[src/rtl/key_debounce_pkg.sv]
// Shared types and constants for the pushbutton debouncer.
package key_debounce_pkg;

  typedef enum logic [1:0] {
    IDLE,
    PRESS_WAIT,
    PRESSED,
    RELEASE_WAIT
  } key_state_e;

  localparam int DEFAULT_DEBOUNCE_CYCLES = 5000;
  localparam int PRESS_COUNT_W           = 8;

endpackage

[src/rtl/sync_2ff.sv]
// Two-flop synchronizer for a single asynchronous bit, synchronous reset to 0.
module sync_2ff (
  input  logic clk,
  input  logic reset,
  input  logic d,
  output logic q
);

  logic meta_q, meta_d;
  logic sync_q, sync_d;

  always_comb begin
    meta_d = d;
    sync_d = meta_q;
  end

  always_ff @(posedge clk) begin
    if (reset) begin
      meta_q <= 1'b0;
      sync_q <= 1'b0;
    end else begin
      meta_q <= meta_d;
      sync_q <= sync_d;
    end
  end

  assign q = sync_q;

endmodule

[src/rtl/key_debouncer.sv]
// Pushbutton debouncer: synchronizes an active-low key and accepts a level
// change only after it has been stable for DEBOUNCE_CYCLES cycles.
module key_debouncer
  import key_debounce_pkg::*;
#(
  parameter int DEBOUNCE_CYCLES = DEFAULT_DEBOUNCE_CYCLES,
  parameter int CNT_W           = 13
) (
  input  logic                     CLOCK_50,
  input  logic                     reset,
  input  logic                     key_n,
  output logic                     key_level,
  output logic                     key_press,
  output logic                     key_release,
  output logic [PRESS_COUNT_W-1:0] press_count
);

  localparam logic [CNT_W-1:0] CNT_LAST = CNT_W'(DEBOUNCE_CYCLES - 1);

  logic key_raw;
  logic s;

  key_state_e state_q, state_d;
  logic [CNT_W-1:0] cnt_q, cnt_d;
  logic level_q, level_d;
  logic press_q, press_d;
  logic release_q, release_d;
  logic [PRESS_COUNT_W-1:0] count_q, count_d;

  assign key_raw = ~key_n;

  sync_2ff u_sync (
    .clk   (CLOCK_50),
    .reset (reset),
    .d     (key_raw),
    .q     (s)
  );

  always_ff @(posedge CLOCK_50) begin
    if (reset) begin
      state_q   <= IDLE;
      cnt_q     <= '0;
      level_q   <= 1'b0;
      press_q   <= 1'b0;
      release_q <= 1'b0;
      count_q   <= '0;
    end else begin
      state_q   <= state_d;
      cnt_q     <= cnt_d;
      level_q   <= level_d;
      press_q   <= press_d;
      release_q <= release_d;
      count_q   <= count_d;
    end
  end

  // Any disagreement during a WAIT state drops back without touching outputs.
  always_comb begin
    state_d = state_q;
    cnt_d   = cnt_q;
    case (state_q)
      IDLE: begin
        if (s) begin
          state_d = PRESS_WAIT;
          cnt_d   = '0;
        end
      end
      PRESS_WAIT: begin
        if (!s) begin
          state_d = IDLE;
        end else if (cnt_q == CNT_LAST) begin
          state_d = PRESSED;
        end else begin
          cnt_d = cnt_q + 1'b1;
        end
      end
      PRESSED: begin
        if (!s) begin
          state_d = RELEASE_WAIT;
          cnt_d   = '0;
        end
      end
      RELEASE_WAIT: begin
        if (s) begin
          state_d = PRESSED;
        end else if (cnt_q == CNT_LAST) begin
          state_d = IDLE;
        end else begin
          cnt_d = cnt_q + 1'b1;
        end
      end
      default: begin
        state_d = IDLE;
        cnt_d   = '0;
      end
    endcase
  end

  always_comb begin
    press_d   = (state_q == PRESS_WAIT)   &&  s && (cnt_q == CNT_LAST);
    release_d = (state_q == RELEASE_WAIT) && !s && (cnt_q == CNT_LAST);
    level_d   = level_q;
    if (press_d) begin
      level_d = 1'b1;
    end else if (release_d) begin
      level_d = 1'b0;
    end
    count_d = count_q + PRESS_COUNT_W'(press_d);
  end

  assign key_level   = level_q;
  assign key_press   = press_q;
  assign key_release = release_q;
  assign press_count = count_q;

endmodule

[config.mk]
export PLATFORM = sky130hd
export DESIGN_NAME = key_debouncer
export DESIGN_NICKNAME = d
export VERILOG_FILES = /design/src/rtl/key_debounce_pkg.sv /design/src/rtl/sync_2ff.sv /design/src/rtl/key_debouncer.sv
export SDC_FILE = /design/constraint.sdc
export NUM_CORES = 1
export LEC_CHECK = 0
export BUFFER_PORTS_ARGS = -buffer_cell sky130_fd_sc_hd__buf_2
export CORE_AREA = 10 10 85 58
export DETAILED_ROUTE_END_ITERATION = 6
export DIE_AREA = 0 0 95 68
export GPL_TIMING_DRIVEN = 0
export PLACE_DENSITY = 0.63
export SLEW_MARGIN = 20
export SYNTH_ARGS = -nofsm -noshare
export SYNTH_HDL_FRONTEND = slang
export SYNTH_SLANG_ARGS = --single-unit
[constraint.sdc]
create_clock -name CLOCK_50 -period 2.9 [get_ports CLOCK_50]
set_input_delay 0 -clock CLOCK_50 [delete_from_list [all_inputs] [get_ports CLOCK_50]]
set_output_delay 0 -clock CLOCK_50 [all_outputs]
set_load 0.02 [all_outputs]
==> run_results.csv <==
group,metric,value,unit
sta,setup_viol,0,
synth,synth_most_common_cell,"dfxtp_1",
hold_path,hold_path.class,"input pin to flop",
sta,worstMarginPinSlew,0.6141,ns
clocking,cts_buffers,3,
setup_path,rr_startpoint,"cnt_q[1]$_SDFFE_PP0P_",
place,io_buffers,12,
power,ir_worst_vdd,0.1536,mV
clocking,clkLatencyLatePin,0.28,ns
synth,syn_avg_cell_area,9.088,µm²
power,p_clk_share,37.0,%
clocking,post_cts_buffers,0,
power,power,0.0006561,W
cells_and_area,syn2layout_area_growth,15.69,%
sta,fmax,0.3926,GHz
route,via_count,981,
sta,slew_headroom,58.92,%
route,drc,0,
global_routing,grt_max_degree,16,
cells_and_area,fillers,348,
setup_path,required,3.06,ns
synth,yosysWarningCount,0,
sta,fin_crit_sh,87.82,%
setup_path,cp.arrival,2.71,ns
route,ant_nets,0,
power,p_leak,0.5357,nW
sta,setup_tns,0,ns
cells_and_area,fin_nets,153,
clocking,cts_root_buf,"clkbuf_8",
sta,fin_worst_skew,0.002615,ns
cells_and_area,n_antenna_cell,0,
die,die_w,95,µm
place,gp_congestion,0.7984,
power,power_density,483.7,nW/µm²
route,drt_pass1_iterations,5,
run,drv_cap,0,
synth,postSynthCellCount,129,
synth,ys_ff_latch,28,
cells_and_area,final_util,39.36,%
clocking,htreeDepth,1,
outcome,status,"completed",
route,avgRoutedWirePerCell,13.51,µm
place,place_hpwl,1984,µm
route,vias_per_cell,5.083,
power,comb_power_share,3.6,%
clocking,clockBufferDepth,2,
place,dp.cells,188,
synth,synth_seq_area_share,47.81,%
synth,syn_nets,135,
power,p_sw,0.0001400,W
synth,async_flop_share,0,%
die,row_count,17,
die,fp.dieArea,6460,µm²
setup_path,critPathLaunch,"cnt_q[1]$_SDFFE_PP0P_",
synth,synth_top_area_cell,"dfxtp_1",
die,initial_core_util,34.02,%
synth,synth-edff-count,0,
die,ios,14,
cells_and_area,fin_cells,193,
die,core,3446,µm²
global_routing,grt.overflow.total,0,
power,p_int,0.0005161,W
setup_path,crit_fanout,6,
synth,yosysUniqueCellTypes,31,
setup_path,critical_path.slowest_cell,"dfxtp_1",
setup_path,regToRegSetupSlack,0.35,ns
route,drt_iter0_drc,51,
synth,synth_top_cell_area_share,47.81,%
synth,synthTopCellsByArea,"dfxtp_1 (48%), xor2_1 (6.7%), nor2_1 (4.5%)",
clocking,cts_tree,"yes",
global_routing,grt.total_usage,8.723,%
setup_path,end_kind,"flop",
synth,synth_area,1172,µm²
sta,period_needed,2.547,ns
synth,synthTopCellsByCount,"dfxtp_1 (28), nor2_1 (14), nand3_1 (9), xor2_1 (9), a21oi_1 (8)",
route,wirelength,2608,µm
power,sw_frac_of_total,21.34,%
cells_and_area,final_layout_size_suffix_gt1_share,11.64,%
setup_path,crit_top_cell,"ha_1",
global_routing,grt_pass1_vias,893,
die,die_y,68,µm
power,seqPwrFrac,59.4,%
setup_path,path_cells,"ha_1 -> and2_0 -> clkbuf_1 -> nand4_1 -> nand3b_1 -> inv_1 -> ha_1 -> ha_1 -> nand3_1 -> xor2_1 -> nor2_1",
setup_path,path_class,"flop to flop",
sta,rsz0062_at_grt,"false",
synth,synthFlopType,"dfxtp_1",
clocking,clkSinkCount,28,
global_routing,antenna_found_initial,0,
setup_path,slowest_delay,0.41,ns
clocking,clk_pin_slew,0.09,ns
global_routing,grt_pass1_wl,4381,µm
setup_path,start_kind,"flop",
hold_path,min_from,"reset",
sta,slew_violations,0,
sta,hold_viol,0,
==> critical path: cells and delay by family, from the launching register on <==
| kind | cells | cell delay (ns) |
|---|---|---|
| XOR/XNOR | 1 | 0.16 |
| adder cells (fa/ha/maj) | 3 | 0.63 |
| buffers and inverters | 2 | 0.35 |
| flip-flops | 1 | 0.41 |
| AND/OR/NAND/NOR | 5 | 0.87 |
==> through the flow <==
| stage | instance area [µm²] | hold slack, ns | setup WS [ns] |
|---|---|---|---|
| after global placement | 1291 | 0.1566 | 0.5101 |
| after detailed placement | 1291 | 0.1606 | 0.3765 |
| final | 1356 | 0.09943 | 0.3532 |
| after floorplan | 1172 | 0.07238 | 0.8090 |
| after CTS | 1356 | 0.09953 | 0.3698 |
| after global routing | 1356 | 0.1530 | 0.05747 |
==> cell type report <==
cell class	count	area, µm²	area share [%]
sequential	28	560.5	41.33
multi-input combinational	92	576.8	42.53
inverter	4	15.01	1.107
clock buffer	4	55.05	4.059
timing repair buffer	13	70.07	5.166
buffer	5	20.02	1.476
tap	47	58.81	4.336
==> registers in the layout (all words and copies together) (netlist names), named ones only <==
register       count
cnt_q             13
key_level          1
key_press          1
key_release        1
press_count        8
state_q            1
u_sync.meta_q      1
u_sync.q           1
==> power groups by stage <==
stage / Clock, W / Sequential, W / Combinational [W]
global placement: 0 / 0.000399 / 0.0000217
detailed placement: 0 / 0.000399 / 0.0000226
global route: 0.000270 / 0.000390 / 0.0000264
CTS: 0.000254 / 0.000390 / 0.0000236
finish: 0.000243 / 0.000390 / 0.0000234
floorplan: 0 / 0.000400 / 0.0000135
==> repair_timing <==
item | 4_1_cts | 5_1_grt
gates resized for setup | 0 | 0
hold endpoints to repair | 1 | 0
hold buffers | 1 | 0
==> layout by cell type, fill, tap and decap left out, types with 2 or more instances in the layout <==
cell type / instances
inv_1: 4
nor4_1: 2
buf_2: 13
dfxtp_1: 28
and3_1: 3
ha_1: 3
clkbuf_1: 3
a21oi_1: 8
nand3_1: 9
o31ai_1: 3
nor2b_1: 3
xor2_1: 9
xnor2_1: 3
or4_1: 4
o21ai_0: 3
o211ai_1: 2
nand2_1: 7
and2_1: 2
nor2_1: 14
or3_1: 3
clkbuf_8: 4
nand4_1: 5
==> final timing paths <==
path | to | depth (start not counted)
min reg2reg | u_sync.q$_SDFF_PP0_ | 1
max reg2reg | press_count[4]$_SDFF_PP0_ | 11
max | press_count[4]$_SDFF_PP0_ | 11
min | press_count[0]$_SDFF_PP0_ | 2
==> cell families (layout without fill, tap and decap cells) <==
kind of cell	after synthesis	in the layout	synth area share, %
AO/OA/AOI/OAI	20	20	10.67
XOR/XNOR	12	12	8.966
adder cells (fa/ha/maj)	3	3	3.202
buffers and inverters	9	26	2.987
flip-flops	28	28	47.81
multiplexers	1	1	0.8538
AND/OR/NAND/NOR	56	56	25.51
==> layer usage <==
layer,GRT usage [%],up-vias,routed length (µm)
met1,11.78,462,1306
met5,0,-,0
li1,-,492,-
met3,2.948,4,151
met4,4.275,0,49
met2,12.12,23,1101
Power figures use the tool's default switching activity.
